===== src/rtl/motoro3_ramp_ctrl_if.sv =====
// Command/drive bundle between the ramp controller and its neighbours.
// Latency: none (wires only).
// Backpressure: none; commands are levels and outputs are continuous drives.
interface motoro3_ramp_ctrl_if #(
  parameter int FREQ_W = 10
);
  // raw commands from the host side
  logic              cmdRun;
  logic              cmdDir;
  logic [FREQ_W-1:0] cmdFreq;
  // ramped drive towards motoro3_top plus status
  logic              m3start;
  logic [FREQ_W-1:0] m3freq;
  logic              m3invOrStop;
  logic              busy;
  logic              atSpeed;

  modport master (
    output cmdRun, cmdDir, cmdFreq,
    input  m3start, m3freq, m3invOrStop, busy, atSpeed
  );

  modport slave (
    input  cmdRun, cmdDir, cmdFreq,
    output m3start, m3freq, m3invOrStop, busy, atSpeed
  );
endinterface


===== src/rtl/motoro3_ramp_ctrl.sv =====
// Soft-start / soft-stop frequency ramp with ordered direction reversal for motoro3_top.
// Latency: cmdRun to m3start is 1 cycle; m3freq moves 1 LSB per STEP_DIV cycles.
// Backpressure: none; commands are levels re-evaluated every cycle, all outputs registered.
module motoro3_ramp_ctrl #(
  parameter int FREQ_W      = 10,
  parameter int STEP_DIV    = 10000,
  parameter int FREQ_MIN    = 10,
  parameter int DEAD_CYCLES = 100000
) (
  input  logic                 clk,
  input  logic                 rst,
  motoro3_ramp_ctrl_if.slave   bus
);

  localparam int STEP_W = (STEP_DIV > 1) ? $clog2(STEP_DIV) : 1;
  localparam int DEAD_W = $clog2(DEAD_CYCLES + 1);

  localparam logic [STEP_W-1:0] STEP_LAST = STEP_W'(STEP_DIV - 1);
  localparam logic [DEAD_W-1:0] DEAD_LAST = DEAD_W'(DEAD_CYCLES);
  localparam logic [FREQ_W-1:0] F_MIN     = FREQ_W'(FREQ_MIN);

  localparam logic [2:0] ST_IDLE = 3'd0;
  localparam logic [2:0] ST_RAMP = 3'd1;
  localparam logic [2:0] ST_RUN  = 3'd2;
  localparam logic [2:0] ST_DOWN = 3'd3;
  localparam logic [2:0] ST_DEAD = 3'd4;

  logic [2:0]        state_q, state_d;
  logic              start_q, start_d;
  logic [FREQ_W-1:0] freq_q, freq_d;
  logic              inv_q, inv_d;
  logic              busy_q, at_speed_q;
  logic [STEP_W-1:0] step_cnt_q, step_cnt_d;
  logic [DEAD_W-1:0] dead_cnt_q, dead_cnt_d;

  logic [FREQ_W-1:0] tgt;
  logic              stop_req;
  logic              tick;

  // Effective target is clamped up to the start/stop frequency; a stop or a
  // direction change both mean "wind down" and are treated identically.
  always_comb begin
    tgt      = (bus.cmdFreq < F_MIN) ? F_MIN : bus.cmdFreq;
    stop_req = !bus.cmdRun || (bus.cmdDir != inv_q);
    tick     = (step_cnt_q == STEP_LAST);
  end

  // Next-state logic for the ramp sequencer and its step/dead timers.
  always_comb begin
    state_d = state_q;
    start_d = start_q;
    freq_d  = freq_q;
    inv_d   = inv_q;

    case (state_q)
      ST_IDLE: begin
        start_d = 1'b0;
        freq_d  = '0;
        // Direction is latched only here, so the bridge never sees a flip while enabled.
        if (bus.cmdRun) begin
          inv_d   = bus.cmdDir;
          freq_d  = F_MIN;
          start_d = 1'b1;
          state_d = ST_RAMP;
        end
      end
      ST_RAMP: begin
        if (stop_req) begin
          state_d = ST_DOWN;
        end else if (freq_q == tgt) begin
          state_d = ST_RUN;
        end else if (tick) begin
          // Steps only toward tgt, and tgt lies in [FREQ_MIN, 2^FREQ_W-1],
          // so neither direction can overshoot, underflow or wrap.
          if (tgt > freq_q) begin
            freq_d = freq_q + FREQ_W'(1);
          end else begin
            freq_d = freq_q - FREQ_W'(1);
          end
        end
      end
      ST_RUN: begin
        if (stop_req) begin
          state_d = ST_DOWN;
        end else if (tgt != freq_q) begin
          state_d = ST_RAMP;
        end
      end
      ST_DOWN: begin
        if (!stop_req) begin
          // Run re-requested in the latched direction: climb from where we are.
          state_d = ST_RAMP;
        end else if (tick) begin
          if (freq_q > F_MIN) begin
            freq_d = freq_q - FREQ_W'(1);
          end else begin
            start_d = 1'b0;
            freq_d  = '0;
            state_d = ST_DEAD;
          end
        end
      end
      ST_DEAD: begin
        start_d = 1'b0;
        freq_d  = '0;
        if (dead_cnt_q == DEAD_LAST) begin
          state_d = ST_IDLE;
        end
      end
      default: begin
        start_d = 1'b0;
        freq_d  = '0;
        state_d = ST_IDLE;
      end
    endcase

    // Step timer runs only while ramping; any state change restarts it, which
    // also discards a tick that lands on a transition.
    step_cnt_d = '0;
    if ((state_d == state_q) && ((state_q == ST_RAMP) || (state_q == ST_DOWN)) && !tick) begin
      step_cnt_d = step_cnt_q + STEP_W'(1);
    end

    // Dead timer counts from zero on DEAD entry.
    dead_cnt_d = '0;
    if ((state_q == ST_DEAD) && (state_d == ST_DEAD)) begin
      dead_cnt_d = dead_cnt_q + DEAD_W'(1);
    end
  end

  // State, drive and status registers; status flags follow the next state so
  // they line up with the state they describe.
  always_ff @(posedge clk) begin
    if (rst) begin
      state_q    <= ST_IDLE;
      start_q    <= 1'b0;
      freq_q     <= '0;
      inv_q      <= 1'b0;
      busy_q     <= 1'b0;
      at_speed_q <= 1'b0;
      step_cnt_q <= '0;
      dead_cnt_q <= '0;
    end else begin
      state_q    <= state_d;
      start_q    <= start_d;
      freq_q     <= freq_d;
      inv_q      <= inv_d;
      busy_q     <= (state_d != ST_IDLE);
      at_speed_q <= (state_d == ST_RUN);
      step_cnt_q <= step_cnt_d;
      dead_cnt_q <= dead_cnt_d;
    end
  end

  assign bus.m3start     = start_q;
  assign bus.m3freq      = freq_q;
  assign bus.m3invOrStop = inv_q;
  assign bus.busy        = busy_q;
  assign bus.atSpeed     = at_speed_q;

endmodule


===== src/flat_wrapper.sv =====
// flat-port wrapper written by rule: the top's interface ports become plain ports
module motoro3_ramp_ctrl_flat 
#(
  parameter int FREQ_W      = 10,
  parameter int STEP_DIV    = 10000,
  parameter int FREQ_MIN    = 10,
  parameter int DEAD_CYCLES = 100000
)
  (clk, rst, bus_cmdRun, bus_cmdDir, bus_cmdFreq, bus_m3start, bus_m3freq, bus_m3invOrStop, bus_busy, bus_atSpeed);
  motoro3_ramp_ctrl_if #(.FREQ_W(FREQ_W)) bus_i ();
  input  logic clk;
  input  logic rst;
  input wire logic [$bits(bus_i.cmdRun)-1:0] bus_cmdRun;
  input wire logic [$bits(bus_i.cmdDir)-1:0] bus_cmdDir;
  input wire logic [$bits(bus_i.cmdFreq)-1:0] bus_cmdFreq;
  output wire logic [$bits(bus_i.m3start)-1:0] bus_m3start;
  output wire logic [$bits(bus_i.m3freq)-1:0] bus_m3freq;
  output wire logic [$bits(bus_i.m3invOrStop)-1:0] bus_m3invOrStop;
  output wire logic [$bits(bus_i.busy)-1:0] bus_busy;
  output wire logic [$bits(bus_i.atSpeed)-1:0] bus_atSpeed;
  assign bus_i.cmdRun = bus_cmdRun;
  assign bus_i.cmdDir = bus_cmdDir;
  assign bus_i.cmdFreq = bus_cmdFreq;
  assign bus_m3start = bus_i.m3start;
  assign bus_m3freq = bus_i.m3freq;
  assign bus_m3invOrStop = bus_i.m3invOrStop;
  assign bus_busy = bus_i.busy;
  assign bus_atSpeed = bus_i.atSpeed;
  motoro3_ramp_ctrl #(.FREQ_W(FREQ_W), .STEP_DIV(STEP_DIV), .FREQ_MIN(FREQ_MIN), .DEAD_CYCLES(DEAD_CYCLES)) u_core (.clk(clk), .rst(rst), .bus(bus_i));
endmodule

===== config.mk =====
export PLATFORM = sky130hd
export DESIGN_NAME = motoro3_ramp_ctrl_flat
export DESIGN_NICKNAME = d
export VERILOG_FILES = /design/src/rtl/motoro3_ramp_ctrl_if.sv /design/src/rtl/motoro3_ramp_ctrl.sv /design/src/flat_wrapper.sv
export SDC_FILE = /design/constraint.sdc
export NUM_CORES = 1
export LEC_CHECK = 0
export BUFFER_PORTS_ARGS = -buffer_cell sky130_fd_sc_hd__buf_2
export CAP_MARGIN = 20
export CORE_MARGIN = 2
export CORE_UTILIZATION = 53
export DETAILED_ROUTE_END_ITERATION = 6
export GPL_TIMING_DRIVEN = 1
export PLACE_DENSITY = 0.77
export SKIP_LAST_GASP = 1
export SLEW_MARGIN = 20
export SYNTH_ARGS = -nofsm -noshare
export SYNTH_HDL_FRONTEND = slang
export SYNTH_SLANG_ARGS = --single-unit

===== constraint.sdc =====
create_clock -name clk -period 3.1 [get_ports clk]
set_input_delay 0.62 -clock clk [delete_from_list [all_inputs] [get_ports clk]]
set_output_delay 0.62 -clock clk [all_outputs]
set_load 0.005 [all_outputs]

# After elaboration in Yosys (flattened, before gate mapping)
# Index checks and enable logic that the tools add are counted.
# Widths: inputs -> output; s select.
# classes
add_sub_neg	4
mul	0
n_div	0
n_lt_le_gt_ge	3
n_eq_ne	18
n_shift	0
mux	25
n_bitwise	4
n_reduce_logical	15
# ops
op	count
$mux 10	8
$pmux 10 s4	1
$mux 3	9
$add 17x1->17 const B	1
$eq 17x17->1 const B	1
$pmux 3 s5	1
$add 14x1->14 const B	1
$eq 14x14->1 const B	1
$add 10x1->10 const B	1
$eq 10x10->1	1
$gt 10x10->1	1
$gt 10x4->1 const B	1
$lt 10x4->1 const B	1
$ne 10x10->1	1
$sub 10x1->10 const B	1
$eq 3x2->1 const B	3
$eq 3x3->1 const B	2
$ne 2x1->1 const B	3
$ne 2x2->1 const B	3
$reduce_and 6->1	1
$reduce_or 2->1	3
$mux 1	4
$mux 4	1
$not 1->1	4
other kinds (11)	15
# totals
regBits	48
latch_bits	0
ram_bits	0
rom_bits	0
input_bits	14
output_inout_bits	14
wordCells	77
memories	0

# Depth between registers and ports, before layout
# logic_depth
depth_word	11
ltp_mapped	12
ltp_nobuf	11

# Worst setup path before layout
# Ideal clock, no wire load.
# synth_timing
kind	input to register
start	input bus_cmdFreq[2]
end	register u_core.freq_q[2] (netlist: u_core.bus.m3freq[2])
setup_time_ns	0.117
arrival_ns	2.903
required_time_ns	2.983
slack_ns	0.079
cell_stages	11
n_path_buf	1
cell_sequence	o21ai_0 nand4_1 and2_1 ha_1 and4_1 and4_1 or2_2 clkbuf_1 a21o_1 a221o_1 a32o_1
# synth_via
elab_chain_cells	8
word_cells_on_any_way	11
cone_classes	order compare (2); eq/ne (2); mux (6); reduce/logical (1)
# synth_rtl
item	line	rtl
start, declared	flat_wrapper.sv:15	input wire logic [$bits(bus_i.cmdFreq)-1:0] bus_cmdFreq;
$lt 10x4->1	motoro3_ramp_ctrl.sv:43	tgt = (bus.cmdFreq < F_MIN) ? F_MIN : bus.cmdFreq;
$mux 10 *	motoro3_ramp_ctrl.sv:43	
$gt 10x10->1	motoro3_ramp_ctrl.sv:75	if (tgt > freq_q) begin
$mux 10	motoro3_ramp_ctrl.sv:75	
$mux 10	motoro3_ramp_ctrl.sv:72	end else if (tick) begin
$mux 10	motoro3_ramp_ctrl.sv:70	end else if (freq_q == tgt) begin
$mux 10	motoro3_ramp_ctrl.sv:68	if (stop_req) begin
$pmux 10 s4	motoro3_ramp_ctrl.sv:55	case (state_q)
end signal, assigned	motoro3_ramp_ctrl.sv:146	freq_q <= freq_d;
end, declared	motoro3_ramp_ctrl.sv:30	logic [FREQ_W-1:0] freq_q, freq_d;
# Mark *: on every way between the ends. The rest lies on a longest branch, timed or not. The select of a mux whose other input is x is not followed.
# A chain may end at the register's enable or synchronous reset.

# Worst setup path in the final report
# layout_timing
start	input bus_cmdFreq[7]
end	register u_core.freq_q[2] (netlist: u_core.bus.m3freq[2])
# The elaborated chain is that of the path after synthesis.

==> impl_results.md <==
- Final net count: 417
- Die span in x: 77.8 µm
- DR pass1 iterations: 4
- Std cell rows: 26
- Largest net degree at the start of global routing: 18
- Crit Path Class: in -> reg
- Setup Fix Bufs, Post-CTS: 0
- Clk_lat worst skew: 300 ps
- GRT Residual Overflow: 0
- Fin Hold WS: 455 ps
- Final WL: 6.55 mm
- Commonest non-fill, non-tap cell in the layout: nor2_1
- Period utilization: 92.0%
- Dpl hpwl: 5.03 mm
- Register area share after synthesis: 33.3%
- Dpl ws: -34.3 ps
- Ratio of cells with drive above 1 in the final layout: 15.5%
- Post-Syn Area: 2890 µm²
- Max Root-Sink Buffers: 2
- Post-synthesis register bit count: 48
- # DRC: 0
- Vias post-DR: 2,608
- Final core occ: 63.0%
- Post-synth ARST share: 0%
- Commonest cells after routing, fill and taps aside: nor2_1 (49), dfxtp_1 (48), buf_2 (27), nand2_1 (25)
- Crit path launch type: input port
- Post-Syn Area per Cell: 8.16 µm²
- Total Routing Usage GR: 23.8%
- Number of port buffers: 27
- Skew final: 11.3 ps
- FMAX: 351 MHz
- Clock Sinks: 48
- Worst-margin pin slew: 681 ps
- Die Footprint: 6060 µm²
- Unrepaired setup endpoints after global routing: no
- Worst setup margin: 249 ps
- H-tree depth: 2
- Inst Count DP: 450
- Root buf cell: clkbuf_8
- Synth-to-Final Area Change: 12.9%
- Final Instance Count excl. Fillers: 458
- Die Ht: 77.8 µm
- Hold path depth: 1
- Leak: 1.28 nW
- Rel. slew slack: 54.3%
- Initial antenna violation count: 0
- Syn Nets: 384
- Max-cap violation count: 0
- Status: completed
- Post-route minimum period: 2850 ps
- First-pass GRT wire length: 11.7 mm
- Max FO, Critical Path: 4
- Gpl congestion: 0.963
- Vias per cell: 5.69
- Final Max Tran Viols: 0
- Drt wl/cell: 14.3 µm
- Final setup viols: 0
- Max VDD drop: 0.000355 V
- Ys Warns: 0
- PwrDens: 740 nW/µm²
- Starting Density: 55.8%
- Total chip power: 2.41 mW
- Worst Path Arrival: 3050 ps
- EDFF count, synth: 0
- R2R cell count: 8
- Mapped Cells: 354
- CP required: 3300 ps
- Initial drt markers: 190
- CTS tree: done
- Antenna Nets Post-Route: 0
- Number of diodes: 0
- Final Hold Vio Count: 0
- Hold_buf cts: 0
- Top_reg_cell synth: dfxtp_1
- Top-level port count: 28
- HP Class: reg -> reg
- Critical path capture point type: flip-flop
- Number of clock buffers inserted by TritonCTS: 5
- Vias in the first global route: 2,518
- PostCTS Resize Cnt: 0
- Number of library cell types mapped by synthesis: 55
- CORE AREA: 5170 µm²
- Clock slew at reported path FFs: 90 ps
state kept, by name, indices dropped and copies added, names as in the netlist:
| name | count |
|---|---|
| u_core.bus.m3freq | 10 |
| u_core.bus.m3start | 1 |
| u_core.bus.m3invOrStop | 1 |
| u_core.bus.atSpeed | 1 |
| u_core.state_q | 3 |
| u_core.bus.busy | 1 |
| u_core.dead_cnt_q | 17 |
| u_core.step_cnt_q | 14 |
final cells by class:
cell class,count,area (µm²)
inverter,19,71.3
tap,70,87.6
timing repair buffer,43,255
sequential,48,961
clock inverter,2,35.0
clock buffer,6,72.6
multi-input combinational,270,1780
fill,460,1910
final timing paths:
check	start	to	slack [ps]
worst max-delay path	bus_cmdFreq[7]	u_core.bus.m3freq[2]	250
worst min-delay path	u_core.step_cnt_q[0]	u_core.step_cnt_q[0]	450
worst max register to register	u_core.bus.m3freq[3]	u_core.bus.m3freq[2]	420
worst min register to register	u_core.step_cnt_q[0]	u_core.step_cnt_q[0]	450
cells in the mapped netlist, types with 2 or more instances:
library cell | count | area (µm²)
and4_1 | 4 | 35.0
a41oi_1 | 2 | 17.5
nand2b_1 | 5 | 31.3
or3_1 | 2 | 12.5
and2_1 | 7 | 43.8
a31oi_1 | 6 | 37.5
nor2b_1 | 2 | 12.5
xnor2_1 | 9 | 78.8
a211oi_1 | 5 | 37.5
ha_1 | 16 | 200
a221oi_1 | 5 | 43.8
nor3_4 | 2 | 32.5
o221ai_1 | 3 | 26.3
nor2_1 | 49 | 184
and3_1 | 17 | 106
xor2_1 | 20 | 175
clkbuf_1 | 12 | 45.0
dfxtp_1 | 48 | 961
a2111oi_0 | 2 | 17.5
nor3_1 | 4 | 20.0
nor4_1 | 2 | 12.5
inv_1 | 19 | 71.3
a22oi_1 | 2 | 15.0
nand2_1 | 25 | 93.8
nand3_1 | 20 | 100
a32o_1 | 2 | 20.0
a21oi_1 | 13 | 65.1
buf_4 | 2 | 15.0
or2_2 | 2 | 12.5
mux2i_1 | 2 | 20.0
o22ai_1 | 4 | 25.0
o21ai_0 | 13 | 65.1
nand4_1 | 6 | 37.5
worst max-delay path, cell delays in order:
cell and delay [ps]:
buf_2 110, nor2_1 160, nand4_1 140, and2_1 180
ha_1 260, and4_1 220, o211a_1 180, a211oi_1 60
or2_2 330, a21o_1 200, a221o_1 340, a32o_1 250
through the flow:
step	TNS [ps]	instance area, µm²
4_1_cts	0	3260
6_report	0	3260
3_3_place_gp	0	3150
3_5_place_dp	-69.1	3150
2_1_floorplan	0	2890
5_1_grt	0	3260
power by group:
part / switching (mW) / internal [mW]
logic: 0.683 / 0.488
registers: 0.101 / 0.696
clock network: 0.206 / 0.239
metal layers:
metal / vias to the layer above / GRT usage (%) / part of all wire (%)
li1: 1334 / - / -
met1: 1188 / 30.2 / 45
met2: 70 / 39.4 / 48
met3: 16 / 5.12 / 4.3
met4: 0 / 9.29 / 2.6
met5: - / 0 / 0
cell families (layout without fill, tap and decap cells):
group	after synthesis	after routing	synth area share, %
and+or+nand+nor	154	154	28.2
AOI/OAI and AO/OA	69	69	16.9
DFF	48	48	33.3
buffers and inverters	36	70	5.24
xor gates and xnor gates	29	29	8.80
adders and majority gates	16	16	6.93
muxes	2	2	0.693
No activity file was read; power rests on OpenSTA's default activity.
